## src/rtl/ice40_himax_pkg.sv

```systemverilog
// Shared definitions for the HM01B0 capture path: FSM encoding, datapath widths
// and the crop/subsample window test.
package ice40_himax_pkg;

  localparam int CAM_CNT_W = 10;
  localparam int PIX_W     = 8;
  localparam int WORD_W    = 32;

  typedef logic [1:0] cap_state_t;

  localparam logic [1:0] ST_IDLE    = 2'd0;
  localparam logic [1:0] ST_ARMED   = 2'd1;
  localparam logic [1:0] ST_CAPTURE = 2'd2;
  localparam logic [1:0] ST_DONE    = 2'd3;

  // True when a line/pixel position falls on a kept sample of the window.
  function automatic logic in_window(input logic [CAM_CNT_W-1:0] cnt, input int off,
                                     input int len, input int sub);
    int d;
    d = int'(cnt) - off;
    in_window = (d >= 0) && (d < len * sub) && ((d % sub) == 0);
  endfunction

endpackage

```

## src/rtl/ice40_himax_pix_packer.sv

```systemverilog
// Packs kept 8-bit pixels into 32-bit words, first pixel in the low byte.
// The lane index restarts on every line so a trailing partial word is dropped.
module ice40_himax_pix_packer
  import ice40_himax_pkg::*;
(
  input  logic              clk,
  input  logic              rst_n,
  input  logic              line_start,
  input  logic              pix_vld,
  input  logic [PIX_W-1:0]  pix,
  output logic              word_vld,
  output logic [WORD_W-1:0] word
);

  logic [1:0]        lane_q, lane_d, lane_cur_s;
  logic [WORD_W-1:0] word_q, word_d;
  logic              vld_q, vld_d;

  // Lane select, byte shift-in and word-complete strobe.
  always_comb begin
    lane_cur_s = line_start ? 2'd0 : lane_q;
    lane_d     = lane_cur_s;
    word_d     = word_q;
    vld_d      = 1'b0;
    if (pix_vld) begin
      word_d = {pix, word_q[WORD_W-1:PIX_W]};
      lane_d = lane_cur_s + 2'd1;
      vld_d  = (lane_cur_s == 2'd3);
    end else begin
      vld_d  = 1'b0;
    end
  end

  // Packer state.
  always_ff @(posedge clk or negedge rst_n) begin
    if (!rst_n) begin
      lane_q <= 2'd0;
      word_q <= {WORD_W{1'b0}};
      vld_q  <= 1'b0;
    end else begin
      lane_q <= lane_d;
      word_q <= word_d;
      vld_q  <= vld_d;
    end
  end

  assign word_vld = vld_q;
  assign word     = word_q;

endmodule

```

## src/rtl/ice40_himax_video_capture.sv

```systemverilog
// HM01B0 capture stage: waits for a frame start on request, crops/subsamples a
// window, writes packed words to the frame buffer and raises o_vid_rdy.
module ice40_himax_video_capture
  import ice40_himax_pkg::*;
#(
  parameter int X_OFF  = 2,
  parameter int Y_OFF  = 2,
  parameter int WIN_W  = 160,
  parameter int WIN_H  = 160,
  parameter int SUB    = 2,
  parameter int ADDR_W = 13
) (
  input  logic              i_pclk_in,
  input  logic              resetn,
  input  logic              i_cam_vsync,
  input  logic              i_cam_hsync,
  input  logic [PIX_W-1:0]  i_cam_data,
  input  logic              i_cap_req,
  output logic              o_we,
  output logic [ADDR_W-1:0] o_waddr,
  output logic [WORD_W-1:0] o_wdata,
  output logic              o_vid_rdy,
  output logic              o_frame_err
);

  localparam int                N_WORDS   = WIN_W * WIN_H / 4;
  localparam logic [ADDR_W-1:0] LAST_ADDR = ADDR_W'(N_WORDS - 1);

  logic                 vs1_q, vs1_d, vs2_q, vs2_d;
  logic                 hs1_q, hs1_d, hs2_q, hs2_d;
  logic                 req1_q, req1_d;
  logic [PIX_W-1:0]     dat1_q, dat1_d;
  logic [CAM_CNT_W-1:0] x_cnt_q, x_cnt_d, y_cnt_q, y_cnt_d, x_cur_s;
  cap_state_t           state_q, state_d;
  logic [ADDR_W-1:0]    addr_q, addr_d, waddr_q, waddr_d;
  logic [WORD_W-1:0]    wdata_q, wdata_d;
  logic                 we_q, we_d, rdy_q, rdy_d, err_q, err_d;
  logic                 vs_rise_s, hs_rise_s, hs_fall_s, keep_s;
  logic                 wr_ok_s, final_wr_s, word_vld_s;
  logic [WORD_W-1:0]    word_s;

  // Input stage, edge detection, line/pixel counters and window test.
  always_comb begin
    vs1_d  = i_cam_vsync;
    hs1_d  = i_cam_hsync;
    dat1_d = i_cam_data;
    req1_d = i_cap_req;
    vs2_d  = vs1_q;
    hs2_d  = hs1_q;

    vs_rise_s = vs1_q & ~vs2_q;
    hs_rise_s = hs1_q & ~hs2_q;
    hs_fall_s = ~hs1_q & hs2_q;

    // The first pixel of a line arrives together with the hsync rise.
    x_cur_s = hs_rise_s ? {CAM_CNT_W{1'b0}} : x_cnt_q;
    if (hs1_q) begin
      x_cnt_d = x_cur_s + CAM_CNT_W'(1);
    end else begin
      x_cnt_d = x_cnt_q;
    end

    if (vs_rise_s) begin
      y_cnt_d = {CAM_CNT_W{1'b0}};
    end else if (hs_fall_s) begin
      y_cnt_d = y_cnt_q + CAM_CNT_W'(1);
    end else begin
      y_cnt_d = y_cnt_q;
    end

    keep_s = (state_q == ST_CAPTURE) && req1_q && hs1_q &&
             in_window(x_cur_s, X_OFF, WIN_W, SUB) &&
             in_window(y_cnt_q, Y_OFF, WIN_H, SUB);
  end

  ice40_himax_pix_packer u_packer (
    .clk        (i_pclk_in),
    .rst_n      (resetn),
    .line_start (hs_rise_s),
    .pix_vld    (keep_s),
    .pix        (dat1_q),
    .word_vld   (word_vld_s),
    .word       (word_s)
  );

  // Capture FSM, write port and saturating word address.
  always_comb begin
    state_d = state_q;
    addr_d  = addr_q;
    err_d   = err_q;
    waddr_d = waddr_q;
    wdata_d = wdata_q;

    // A word still in flight when a new frame starts belongs to the old frame.
    wr_ok_s    = word_vld_s && (state_q == ST_CAPTURE) && req1_q && !vs_rise_s;
    final_wr_s = we_q && (waddr_q == LAST_ADDR);
    we_d       = wr_ok_s;

    if (wr_ok_s) begin
      waddr_d = addr_q;
      wdata_d = word_s;
      if (addr_q != LAST_ADDR) begin
        addr_d = addr_q + ADDR_W'(1);
      end else begin
        addr_d = addr_q;
      end
    end else begin
      waddr_d = waddr_q;
    end

    case (state_q)
      ST_IDLE: begin
        if (req1_q) begin
          state_d = ST_ARMED;
          err_d   = 1'b0;
        end else begin
          state_d = ST_IDLE;
        end
      end
      ST_ARMED: begin
        if (!req1_q) begin
          state_d = ST_IDLE;
        end else if (vs_rise_s) begin
          state_d = ST_CAPTURE;
          addr_d  = {ADDR_W{1'b0}};
        end else begin
          state_d = ST_ARMED;
        end
      end
      ST_CAPTURE: begin
        if (!req1_q) begin
          state_d = ST_IDLE;
        end else if (final_wr_s) begin
          state_d = ST_DONE;
        end else if (vs_rise_s) begin
          err_d  = 1'b1;
          addr_d = {ADDR_W{1'b0}};
        end else begin
          state_d = ST_CAPTURE;
        end
      end
      ST_DONE: begin
        if (!req1_q) begin
          state_d = ST_IDLE;
        end else begin
          state_d = ST_DONE;
        end
      end
      default: state_d = ST_IDLE;
    endcase

    rdy_d = (state_d == ST_DONE);
  end

  // All top-level state.
  always_ff @(posedge i_pclk_in or negedge resetn) begin
    if (!resetn) begin
      vs1_q   <= 1'b0;
      vs2_q   <= 1'b0;
      hs1_q   <= 1'b0;
      hs2_q   <= 1'b0;
      req1_q  <= 1'b0;
      dat1_q  <= {PIX_W{1'b0}};
      x_cnt_q <= {CAM_CNT_W{1'b0}};
      y_cnt_q <= {CAM_CNT_W{1'b0}};
      state_q <= ST_IDLE;
      addr_q  <= {ADDR_W{1'b0}};
      waddr_q <= {ADDR_W{1'b0}};
      wdata_q <= {WORD_W{1'b0}};
      we_q    <= 1'b0;
      rdy_q   <= 1'b0;
      err_q   <= 1'b0;
    end else begin
      vs1_q   <= vs1_d;
      vs2_q   <= vs2_d;
      hs1_q   <= hs1_d;
      hs2_q   <= hs2_d;
      req1_q  <= req1_d;
      dat1_q  <= dat1_d;
      x_cnt_q <= x_cnt_d;
      y_cnt_q <= y_cnt_d;
      state_q <= state_d;
      addr_q  <= addr_d;
      waddr_q <= waddr_d;
      wdata_q <= wdata_d;
      we_q    <= we_d;
      rdy_q   <= rdy_d;
      err_q   <= err_d;
    end
  end

  assign o_we        = we_q;
  assign o_waddr     = waddr_q;
  assign o_wdata     = wdata_q;
  assign o_vid_rdy   = rdy_q;
  assign o_frame_err = err_q;

endmodule
```

## config.mk

```make
export PLATFORM = sky130hd
export DESIGN_NAME = ice40_himax_video_capture
export DESIGN_NICKNAME = d
export VERILOG_FILES = /design/src/rtl/ice40_himax_pkg.sv /design/src/rtl/ice40_himax_pix_packer.sv /design/src/rtl/ice40_himax_video_capture.sv
export SDC_FILE = /design/constraint.sdc
export NUM_CORES = 1
export LEC_CHECK = 0
export CORE_AREA = 3 3 107 109
export CTS_CLUSTER_DIAMETER = 200
export DETAILED_ROUTE_END_ITERATION = 8
export DIE_AREA = 0 0 110 112
export PLACE_DENSITY = 0.76
export SLEW_MARGIN = 25
export SYNTH_ARGS = -nofsm -noshare
export SYNTH_HDL_FRONTEND = slang
export SYNTH_HIERARCHICAL = 1
export SYNTH_SLANG_ARGS = --single-unit
```

## constraint.sdc

```tcl
create_clock -name i_pclk_in -period 4.05 [get_ports i_pclk_in]
set_input_delay 0.405 -clock i_pclk_in [delete_from_list [all_inputs] [get_ports i_pclk_in]]
set_output_delay 0.405 -clock i_pclk_in [all_outputs]
set_load 0.03 [all_outputs]
```

* Word-level counts from Yosys, hierarchy flattened
Index checks and enable logic that the tools add are counted.
Cells by class: magnitude comparators 4, reductions and logical operators 19, muxes and demuxes 26, add/subtract/negate cells 6, equal/unequal tests 11, bitwise operators 8
Operator list (count):
- $mux W13 | 6
- $logic_not A32 Y1 | 2
- $mux W10 | 3
- $pmux W13 S2 | 1
- $ge A11 B1 Y1 const B | 2
- $lt A11 B10 Y1 const B | 2
- $sub A10 B2 Y11 const B | 2
- $add A10 B1 Y10 const B | 2
- $mux W2 | 8
- $add A13 B1 Y13 const B | 1
- $eq A13 B13 Y1 const B | 1
- $ne A13 B13 Y1 const B | 1
- $logic_and A1 B1 Y1 | 12
- $eq A2 B2 Y1 const B | 4
- $ne A2 B2 Y1 const B | 4
- $pmux W2 S4 | 1
- $mux W1 | 6
- $and A1 B1 Y1 | 5
- $reduce_and A5 Y1 | 1
- $reduce_bool A2 Y1 | 2
- $not A1 Y1 | 3
- $add A2 B1 Y2 const B | 1
- $eq A2 B1 Y1 const B | 1
- $logic_not A2 Y1 | 1
- 2 further kinds | 2
Storage, ports and cells: logic and storage cells 92, bits of input ports 13, register bits 131, output and inout bits 48

* Logic depth before layout (Yosys ltp)
Gate-level depths: netlist (run 1).
depth in word-level cells 10, depth in mapped cells 11

* By module
The synthesis (run 1) kept the hierarchy.
By module, submodules not included:
- ice40_himax_video_capture | cells an instance 466, instances 1, area each 4321.6 um^2
- ice40_himax_pix_packer | cells an instance 77, instances 1, area each 1463.9 um^2

* Worst setup path before layout (run 1)
OpenSTA, ideal clock, no wires.
path kind reg-to-reg, start reg hs2_q, end reg u_packer.word_q[0], in the netlist u_packer/word[0], stages on the path, launching flop included 12, data arrival time 2.156 ns, data required time 3.925 ns, library setup time 0.125 ns, path slack 1.769 ns, clock period less this slack 2.281 ns, cells stage by stage dfrtp_1 > buf_2 > nand2b_1 > nand2_1 > ha_1 > nand3_1 > mux2i_1 > a311oi_1 > and3_1 > buf_6 > buf_12 > mux2_4
On the way: longest elaborated chain between the ends 9, elaborated cells between the ends (all ways) 12, those cells by class add/sub (1); order compare (2); mux (1); bitwise (3); reduce/logical (5)
RTL lines:
- start, declared | RTL line ice40_himax_video_capture.sv:30 | logic hs1_q, hs1_d, hs2_q, hs2_d;
- start signal, assigned | RTL line ice40_himax_video_capture.sv:177 | hs2_q <= hs2_d;
- $not A1 Y1 * | RTL line ice40_himax_video_capture.sv:52 | hs_rise_s = hs1_q & ~hs2_q;
- $and A1 B1 Y1 * | RTL line ice40_himax_video_capture.sv:52
- $mux W10 * | RTL line ice40_himax_video_capture.sv:56 | x_cur_s = hs_rise_s ? {CAM_CNT_W{1'b0}} : x_cnt_q;
- $sub A10 B2 Y11 * | RTL line ice40_himax_pkg.sv:20 | d = int'(cnt) - off;
- $ge A11 B1 Y1, or another cell as far along | RTL line ice40_himax_pkg.sv:21 | in_window = (d >= 0) && (d < len * sub) && ((d % sub) == 0);
- $logic_and A1 B1 Y1 / $logic_not A32 Y1 (equally long branches) | RTL line ice40_himax_pkg.sv:21
- $logic_and A1 B1 Y1 * | RTL line ice40_himax_pkg.sv:21
- $logic_and A1 B1 Y1 * | RTL line ice40_himax_video_capture.sv:71 | keep_s = (state_q == ST_CAPTURE) && req1_q && hs1_q &&
- $logic_and A1 B1 Y1 * | RTL line ice40_himax_video_capture.sv:72 | in_window(x_cur_s, X_OFF, WIN_W, SUB) &&
- net keep_s | RTL line ice40_himax_video_capture.sv:38 | logic vs_rise_s, hs_rise_s, hs_fall_s, keep_s;
- end signal, assigned | RTL line ice40_himax_pix_packer.sv:38 | word_q <= {WORD_W{1'b0}};
- end signal, assigned | RTL line ice40_himax_pix_packer.sv:42 | word_q <= word_d;
- end, declared | RTL line ice40_himax_pix_packer.sv:16 | logic [WORD_W-1:0] word_q, word_d;
The timed path passes the listed nets; every way through them passes the cells marked *. A chain may end at the register's enable or synchronous reset.

* Worst setup path after layout (run 1)
start reg hs1_q, end reg u_packer.word_q[8], in the netlist u_packer/word[8]
On the way: longest elaborated chain between the ends 8, elaborated cells between the ends (all ways) 12, those cells by class add/sub (1); order compare (2); mux (1); bitwise (2); reduce/logical (6)
RTL lines:
- start, declared | RTL line ice40_himax_video_capture.sv:30
- start signal, assigned | RTL line ice40_himax_video_capture.sv:176 | hs1_q <= hs1_d;
- $and A1 B1 Y1 | RTL line ice40_himax_video_capture.sv:52
- $mux W10 | RTL line ice40_himax_video_capture.sv:56
- $sub A10 B2 Y11 | RTL line ice40_himax_pkg.sv:20
- $ge A11 B1 Y1, or another cell as far along | RTL line ice40_himax_pkg.sv:21
- $logic_and A1 B1 Y1 / $logic_not A32 Y1 (equally long branches) | RTL line ice40_himax_pkg.sv:21
- $logic_and A1 B1 Y1 | RTL line ice40_himax_pkg.sv:21
- $logic_and A1 B1 Y1 * | RTL line ice40_himax_video_capture.sv:71
- $logic_and A1 B1 Y1 * | RTL line ice40_himax_video_capture.sv:72
- net keep_s | RTL line ice40_himax_video_capture.sv:38
Marked as above.

==> flow_metrics.py, run 1 <==
metrics = {
    "timing": {
        "finalSetupTns_ns": 0,
        "rsz0062_at_grt": "false",
        "fin_crit_ns": 3.10,
        "finalSetupViolations": 0,
        "tightestPinTransition_ns": 0.768,
        "finalCritPeriodShare_pct": 76.5,
        "skew_ns": 0.0164,
        "max_freq_mhz": 323,
        "slew_headroom_pct": 48.7,
        "finalHoldViolCount": 0,
        "final_max_slew_viol_count": 0,
    },
    "drt": {
        "wl_per_cell_um": 15.3,
        "drt_pre_antenna_iters": 5,
        "routed_via_density": 5.34,
        "drc": 0,
        "drt_iter0_drc": 189,
        "via_count": 4025,
        "wirelength_um": 11500,
        "ant_nets": 0,
    },
    "yosys": {
        "synthFlopType": "dfrtp_1",
        "synth_nets": 570,
        "async_flop_share_pct": 100,
        "synth_top_cell_by_area": "dfrtp_1",
        "synth_area_um2": 5790,
        "synthTopCellsByArea": "dfrtp_1, nand2_1, mux2_4",
        "synth_seq_cells": 131,
        "yosysWarnings": 6,
        "synthTopCellsByCount": "nand2_1, dfrtp_1, mux2_4, nor2_1, o21ai_0",
        "yosysSeqAreaShare_pct": 56.7,
        "yosysMostFrequentCell": "nand2_1",
        "synth_edf_count": 0,
        "ys_types": 45,
        "avgSynthCellArea_um2": 10.7,
        "synth_top_area_share_pct": 56.7,
        "syn_inst": 543,
    },
    "critical_path": {
        "crit_arrival_ns": 3.49,
        "crit_fanout": 20,
        "path_cells": "nand2b_1 -> nand2_1 -> ha_1 -> nand3_1 -> mux2i_1 -> a311oi_1 -> and3_2 -> buf_12 -> mux2_4",
        "reg2reg_depth": 9,
        "crit_family": "simple AND/OR/NAND/NOR gates",
        "cpMaxStageDelayCell": "dfrtp_1",
        "cpPeakStageDelay_ns": 0.63,
        "path_class": "register to register",
        "cp-start-kind": "register",
        "cp_num_cells": 9,
        "required_ns": 4.44,
        "endpoint_kind": "register",
        "critPathBufInv": 1,
    },
    "worst_hold_path": {
        "hp-class": "input port to register",
        "whs_path_depth": 1,
    },
    "clock_network": {
        "clk_pin_slew_ns": 0.06,
        "clock-root-buffer": "clkbuf_8",
        "cts.htree.levels": 4,
        "worst_skew_pair.late_latency_ns": 0.52,
        "cts-resized-gates": 0,
        "cts_buffers": 17,
        "cts.sinks": 131,
        "tritoncts": "built",
        "cts_buffer_depth": 2,
    },
    "global_routing": {
        "grt_util_met2_pct": 32.6,
        "track_usage_pct": 20.8,
        "antenna_found_initial": 0,
        "grt_pass1_vias": 4104,
        "grt_pass1_wl_um": 19900,
        "gr-total-overflow": 0,
        "grt.busiest_layer": "met2",
        "grtUsageMet3_pct": 5.51,
        "grt_max_degree": 72,
        "grt_use_met1_pct": 27.6,
    },
    "power_and_ir_drop": {
        "combPwrFrac_pct": 6.3,
        "p_leak_uw": 0.00333,
        "power.density_nw_per_um2": 422,
        "p_seq_share_pct": 47.0,
        "switching_share_pct": 22.8,
        "p_switching_uw": 672,
        "ir_worst_vdd_mv": 0.314,
        "p_int_uw": 2280,
        "power.total_uw": 2950,
        "pwr-share-clk_pct": 46.7,
    },
    "placement": {
        "numPortBuffers": 60,
        "dp_hpwl_um": 7530,
        "gp_congestion": 0.832,
    },
    "finish": {
        "multiInputGateArea_um2": 2290,
        "drive_gt1_share_pct": 11.7,
        "fill_cells": 827,
        "area_delta_synth_final_pct": 20.8,
        "diodes": 0,
        "nets": 631,
        "regArea_um2": 3280,
    },
    "run": {
        "max_cap_viol_count": 0,
    },
    "floorplan": {
        "die_area_um2": 12300,
        "die_w_um": 110,
        "row_count": 38,
        "start_util_pct": 54.1,
        "core-area_um2": 10700,
        "die_h_um": 112,
        "ioPinCount": 61,
    },
    "status": {
        "status": "finished, final reports clean",
    },
}
## kinds of logic after synthesis
group / after synthesis / share of synthesized area [%]
AO/OA/AOI/OAI: 45 / 4.71
XOR/XNOR: 17 / 2.57
adder cells (fa/ha/maj): 14 / 3.03
buffers and inverters: 39 / 3.89
flip-flops: 131 / 56.7
multiplexers: 36 / 8.78
AND/OR/NAND/NOR: 261 / 20.4
## flip-flops by register name, indices dropped and copies added (netlist names)
signal / flops
o_waddr: 13
o_we: 1
o_frame_err: 1
vs1_q: 1
dat1_q: 8
u_packer/lane_q: 2
addr_q: 13
o_wdata: 32
x_cnt_q: 10
y_cnt_q: 10
u_packer/word: 32
state_q: 2
req1_q: 1
vs2_q: 1
hs1_q: 1
hs2_q: 1
o_vid_rdy: 1
u_packer/word_vld: 1
## metrics by stage
stage	hold slack, ns	instances	setup slack (ns)	util, %	cell area [um^2]
4_1_cts	0.304	754	0.977	65.3	6990
6_report	0.321	754	0.953	65.4	6990
3_3_place_gp	0.354	724	1.20	60.3	6450
3_5_place_dp	0.376	724	1.01	60.3	6450
5_1_grt	0.302	754	0.703	65.4	6990
2_1_floorplan	0.109	543	1.77	-	5790
## cell usage in the layout, fill, tap and decap left out, drive strengths merged, types with 10 or more instances in the layout
master	n
nand2	164
clkbuf	24
nand3	19
inv	17
nor2	28
xnor2	10
clkdlybuf4s50	59
mux2	34
dfrtp	131
o21ai	19
ha	14
## layout make-up
class,instances,share of cell area (%)
clock buffer,24,6.87
tap,140,2.51
timing repair buffer,64,9.38
clock inverter,5,0.752
sequential,131,46.9
multi-input combinational,373,32.7
inverter,17,0.913
## timing repair
action | 4_1_cts | 5_1_grt
hold buffers | 1 | 0
setup buffers | 0 | 0
endpoints found under the hold margin | 60 | 0
## final timing paths
kind	startpoint	endpoint	slack, ns
hold reg to reg	vs1_q$_DFF_PN0_	vs2_q$_DFF_PN0_	0.38
setup reg to reg	hs1_q$_DFF_PN0_	u_packer/word[8]$_DFFE_PN0P_	0.95
hold / removal	i_cap_req	req1_q$_DFF_PN0_	0.32
setup / recovery	hs1_q$_DFF_PN0_	u_packer/word[8]$_DFFE_PN0P_	0.95
max in group asynchronous	resetn	y_cnt_q[4]$_DFFE_PN0P_	2.69
min in group asynchronous	resetn	o_wdata[6]$_DFFE_PN0P_	0.51
## routing by layer
layer | up-vias | share of wire, %
met1 | 1988 | 44
met2 | 97 | 50
li1 | 1925 | -
met4 | 0 | 1.8
met3 | 15 | 4.0
met5 | - | 0
## power groups by stage
stage / combinational (uW) / sequential, uW / clock, uW
after floorplan: 132 / 1390 / 0
after global routing: 215 / 1390 / 1460
final: 187 / 1390 / 1380
after detailed placement: 188 / 1410 / 0
after CTS: 189 / 1380 / 1400
after global placement: 179 / 1400 / 0
Power figures use the tool's default switching activity.
==> inputs of run 2 (changes only) <==
Clock period 4.05 ns to 2.9 ns, I/O delays scaled along.
==> run 2 against run 1 <==
Effect of this change: flip-flop and latch count stayed put; via count is 0.62% higher; combinational power is 42% higher; final area is 1.3% higher; critical endpoint is now u_packer/word[21]$_DFFE_PN0P_; power is 48% higher; critical path depth stayed put; non-clock buffer count is 2 higher; core utilization is 0.82 points higher.
==> flow_metrics.py, run 2 (synthesized netlist as in run 1, its figures left out) <==
metrics = {
    "critical_path": {
        "endpoint_kind": "register",
        "r2r_setup_slack_ns": 0.33,
        "crit_start": "hs2_q$_DFF_PN0_",
        "path_cells": "nand2b_1 -> nand2_1 -> ha_1 -> nand3_1 -> mux2i_1 -> a311oi_1 -> and3_2 -> buf_12 -> mux2_2",
        "crit_arrival_ns": 2.97,
        "cpMaxStageDelayCell": "dfrtp_1",
        "cp-start-kind": "register",
        "cpPeakStageDelay_ns": 0.48,
        "path_class": "register to register",
        "required_ns": 3.30,
        "rr_startpoint": "hs2_q$_DFF_PN0_",
        "crit_fanout": 35,
    },
    "floorplan": {
        "die_area_um2": 12300,
        "start_util_pct": 54.1,
        "ioPinCount": 61,
        "die_h_um": 112,
        "core-area_um2": 10700,
        "row_count": 38,
        "die_w_um": 110,
    },
    "finish": {
        "regArea_um2": 3280,
        "stdcell_area_um2": 7080,
        "final_common_cell": "nand2_1",
        "drive_gt1_share_pct": 12.4,
        "multiInputGateArea_um2": 2280,
        "nets": 633,
        "fill_cells": 817,
        "final_cell_mix": "nand2_1, dfrtp_1, clkdlybuf4s50_1",
        "diodes": 0,
        "area_delta_synth_final_pct": 22.4,
    },
    "global_routing": {
        "grt_max_degree": 82,
        "gr-total-overflow": 0,
        "grt_util_met2_pct": 30.9,
        "grtUsageMet3_pct": 5.16,
        "antenna_found_initial": 0,
        "grt_use_met1_pct": 27.1,
        "grt_pass1_vias": 4080,
        "grt.busiest_layer": "met2",
        "track_usage_pct": 20.0,
        "grt_pass1_wl_um": 19300,
    },
    "clock_network": {
        "post-cts-setup-buffer-count": 0,
        "cts.htree.levels": 4,
        "cts.sinks": 131,
        "clock-root-buffer": "clkbuf_8",
        "clk_pin_slew_ns": 0.06,
        "worst_skew_pair.late_latency_ns": 0.52,
        "cts_buffer_depth": 2,
        "cts_buffers": 17,
        "tritoncts": "built",
    },
    "power_and_ir_drop": {
        "switching_share_pct": 21.9,
        "p_switching_uw": 953,
        "power.total_uw": 4360,
        "pwr-share-clk_pct": 49.6,
        "combPwrFrac_pct": 6.1,
        "p_leak_uw": 0.00337,
        "p_seq_share_pct": 44.3,
        "power.density_nw_per_um2": 616,
        "p_int_uw": 3410,
        "ir_worst_vdd_mv": 0.401,
    },
    "drt": {
        "drt_iter0_drc": 189,
        "wirelength_um": 11400,
        "drt_pre_antenna_iters": 4,
        "routed_via_density": 5.34,
        "ant_nets": 0,
        "wl_per_cell_um": 15.0,
        "via_count": 4050,
        "drc": 0,
    },
    "timing": {
        "finalHoldViolCount": 0,
        "tightestPinTransition_ns": 0.759,
        "final_max_slew_viol_count": 0,
        "finalSetupTns_ns": 0,
        "finalSetupViolations": 0,
        "slew_headroom_pct": 49.3,
        "rsz0062_at_grt": "false",
        "finalCritPeriodShare_pct": 88.6,
        "fin_crit_ns": 2.57,
        "max_freq_mhz": 389,
        "skew_ns": 0.00616,
    },
    "placement": {
        "gp_congestion": 0.836,
        "dp_hpwl_um": 7410,
        "postPlaceCellArea_um2": 6460,
        "numPortBuffers": 60,
    },
    "worst_hold_path": {
        "hold_path.startpoint": "i_cam_data[4]",
        "hp-class": "input port to register",
    },
    "status": {
        "status": "finished, final reports clean",
    },
    "run": {
        "max_cap_viol_count": 0,
    },
}
## run 2: worst paths after layout
path,cells past startpoint,end
min reg2reg,0,vs2_q$_DFF_PN0_
min,1,dat1_q[4]$_DFF_PN0_
min in group asynchronous,2,o_wdata[14]$_DFFE_PN0P_
max,9,u_packer/word[21]$_DFFE_PN0P_
max in group asynchronous,3,o_waddr[7]$_DFFE_PN0P_
max reg2reg,9,u_packer/word[21]$_DFFE_PN0P_
## run 2: power by group through the flow
stage               clock network (uW)  registers, uW  logic, uW
finish                            2160           1930        265
CTS                               2200           1930        267
global route                      2300           1940        303
floorplan                            0           1940        185
detailed placement                   0           1960        262
global placement                     0           1960        251
## run 2: cell type report
type / count / share of cell area, %
Sequential cell: 131 / 46.3
Inverter: 17 / 0.901
Tap cell: 140 / 2.47
Clock buffer: 22 / 6.40
Clock inverter: 10 / 2.19
Timing Repair Buffer: 66 / 9.47
Multi-Input combinational cell: 373 / 32.3
## run 2: worst max-delay path: cells and delay by family, from the launching register on
kind,cells,cell delay (ns)
mux,2,0.52
compound gates,1,0.18
fa+ha+maj,1,0.21
simple gates,4,0.80
buf+inv,1,0.26
flops,1,0.48
## run 2: metal layers
metal  wire (um)  part of all wire (%)
met3         428                   3.8
met4         170                   1.5
met1        5080                    45
met5           0                     0
met2        5680                    50
## run 2: through the flow
| step | setup WS, ns | cells | utilization, % | hold WS, ns |
|---|---|---|---|---|
| after floorplan | 0.619 | 543 | - | -0.00559 |
| after global placement | 0.467 | 726 | 60.4 | 0.349 |
| after detailed placement | 0.393 | 726 | 60.4 | 0.356 |
| after CTS | 0.349 | 759 | 66.2 | 0.190 |
| after global routing | 0.157 | 759 | 66.2 | 0.200 |
| final | 0.330 | 759 | 66.2 | 0.209 |
## run 2: what timing repair did
action | 4_1_cts | 5_1_grt
resized for setup | 0 | 0
hold endpoints to repair | 50 | 0
hold buffers | 1 | 0
==> inputs of run 3 (changes only) <==
Settings changed: ABC_AREA set to 0, CORE_AREA 3 3 107 109 to 3 3 106 108, DIE_AREA 0 0 110 112 to 0 0 109 111, PLACE_DENSITY 0.76 to 0.77.
==> run 3 against run 2 <==
Effect of this change: flip-flop and latch count stayed put; final cell count down 0.26%; non-clock buffer count up 3.
==> flow_metrics.py, run 3 (synthesized netlist as in run 1, its figures left out) <==
metrics = {
    "status": {
        "status": "finished, final reports clean",
    },
    "drt": {
        "drt_iter0_drc": 228,
        "via_count": 4015,
        "wl_per_cell_um": 15.5,
        "routed_via_density": 5.30,
        "drt_pre_antenna_iters": 6,
        "drc": 0,
        "ant_nets": 0,
        "wirelength_um": 11700,
    },
    "floorplan": {
        "start_util_pct": 56.0,
        "die_area_um2": 12100,
        "die_h_um": 111,
        "core-area_um2": 10300,
        "row_count": 37,
        "ioPinCount": 61,
        "die_w_um": 109,
    },
    "power_and_ir_drop": {
        "combPwrFrac_pct": 6.4,
        "p_switching_uw": 1030,
        "power.density_nw_per_um2": 592,
        "ir_worst_vdd_mv": 0.360,
        "p_leak_uw": 0.00335,
        "pwr-share-clk_pct": 47.3,
        "p_seq_share_pct": 46.3,
        "power.total_uw": 4170,
        "p_int_uw": 3140,
        "switching_share_pct": 24.7,
    },
    "timing": {
        "finalCritPeriodShare_pct": 89.5,
        "finalSetupViolations": 0,
        "fin_ws_ns": 0.304,
        "max_freq_mhz": 385,
        "slew_headroom_pct": 48.2,
        "final_max_slew_viol_count": 0,
        "fin_crit_ns": 2.60,
        "tightestPinTransition_ns": 0.776,
        "rsz0062_at_grt": "false",
        "finalHoldViolCount": 0,
        "skew_ns": 0.0110,
        "finalSetupTns_ns": 0,
    },
    "global_routing": {
        "grt_pass1_vias": 4146,
        "grt_pass1_wl_um": 20200,
        "grt_max_degree": 51,
        "antenna_found_initial": 0,
        "track_usage_pct": 21.2,
        "gr-total-overflow": 0,
    },
    "finish": {
        "area_delta_synth_final_pct": 21.7,
        "fill_cells": 748,
        "drive_gt1_share_pct": 13.2,
        "final_common_cell": "nand2_1",
        "nets": 636,
        "multiInputGateArea_um2": 2280,
        "diodes": 0,
        "regArea_um2": 3280,
        "final_cell_mix": "nand2_1, dfrtp_1, clkdlybuf4s50_1",
    },
    "critical_path": {
        "path_class": "register to register",
        "path_cells": "nand2b_1 -> nand2_1 -> ha_1 -> nand3_1 -> mux2i_1 -> a311oi_1 -> and3_2 -> buf_12 -> mux2_2",
        "crit_fanout": 17,
        "cpMaxStageDelayCell": "dfrtp_1",
        "cp-start-kind": "register",
        "critPathBufInv": 1,
        "crit_family": "simple AND/OR/NAND/NOR gates",
        "cpPeakStageDelay_ns": 0.48,
        "crit_arrival_ns": 2.99,
        "required_ns": 3.30,
        "endpoint_kind": "register",
    },
    "clock_network": {
        "tritoncts": "built",
        "cts_buffer_depth": 2,
        "holdBufCountCts": 1,
        "cts-resized-gates": 0,
        "post-cts-setup-buffer-count": 0,
        "cts.sinks": 131,
        "cts_buffers": 17,
        "worst_skew_pair.late_latency_ns": 0.52,
        "clk_pin_slew_ns": 0.06,
        "clock-root-buffer": "clkbuf_8",
        "cts.htree.levels": 4,
    },
    "placement": {
        "gp_congestion": 0.835,
        "numPortBuffers": 60,
        "dp_hpwl_um": 7590,
        "dp_slack_ns": 0.325,
    },
    "worst_hold_path": {
        "hp-class": "input port to register",
    },
    "run": {
        "max_cap_viol_count": 0,
    },
}
## run 3: area by class of cell
type	instances	share of cell area [%]
multi-input cells	373	32.4
inverters	17	0.906
repair buffers	69	9.84
well taps	136	2.42
clock inverters	13	1.78
flip-flops and latches	131	46.6
clock buffers	18	6.08
## run 3: worst register-to-register path, delay by kind of cell (launching register included)
kind	cells	cell delay, ns
and+or+nand+nor	4	0.88
muxes	2	0.52
DFF	1	0.48
buffers and inverters	1	0.22
adders and majority gates	1	0.21
AOI/OAI and AO/OA	1	0.18
## run 3: stage by stage
stage / utilization, % / hold WS, ns / instance area (um^2) / std cells
finish: 68.2 / 0.211 / 7040 / 757
global route: 68.2 / 0.191 / 7040 / 757
CTS: 68.2 / 0.193 / 7040 / 757
detailed placement: 62.8 / 0.343 / 6480 / 725
global placement: 62.8 / 0.340 / 6480 / 725
floorplan: - / -0.00559 / 5790 / 543
## run 3: final timing paths
check	startpoint	endpoint	slack [ns]	depth (start not counted)
worst max register to register	hs2_q$_DFF_PN0_	u_packer/word[23]$_DFFE_PN0P_	0.30	9
worst max-delay path	hs2_q$_DFF_PN0_	u_packer/word[23]$_DFFE_PN0P_	0.30	9
worst min-delay path	i_cap_req	req1_q$_DFF_PN0_	0.21	1
worst min register to register	vs1_q$_DFF_PN0_	vs2_q$_DFF_PN0_	0.38	0
max in group asynchronous	resetn	u_packer/word[19]$_DFFE_PN0P_	1.66	3
min in group asynchronous	resetn	y_cnt_q[7]$_DFFE_PN0P_	0.34	2
## run 3: per-layer routing
| metal | global-route usage [%] | part of all wire, % | vias up |
|---|---|---|---|
| li1 | - | - | 1936 |
| met1 | 28.4 | 45 | 1978 |
| met2 | 33.7 | 50 | 87 |
| met3 | 4.95 | 3.4 | 14 |
| met4 | 7.15 | 1.4 | 0 |
| met5 | 0 | 0 | - |
## run 3: power groups by stage
stage	registers (uW)	clock network, uW	logic [uW]
global placement	1960	0	254
detailed placement	1960	0	265
CTS	1930	2000	268
global route	1940	2100	309
finish	1930	1970	265
floorplan	1940	0	185
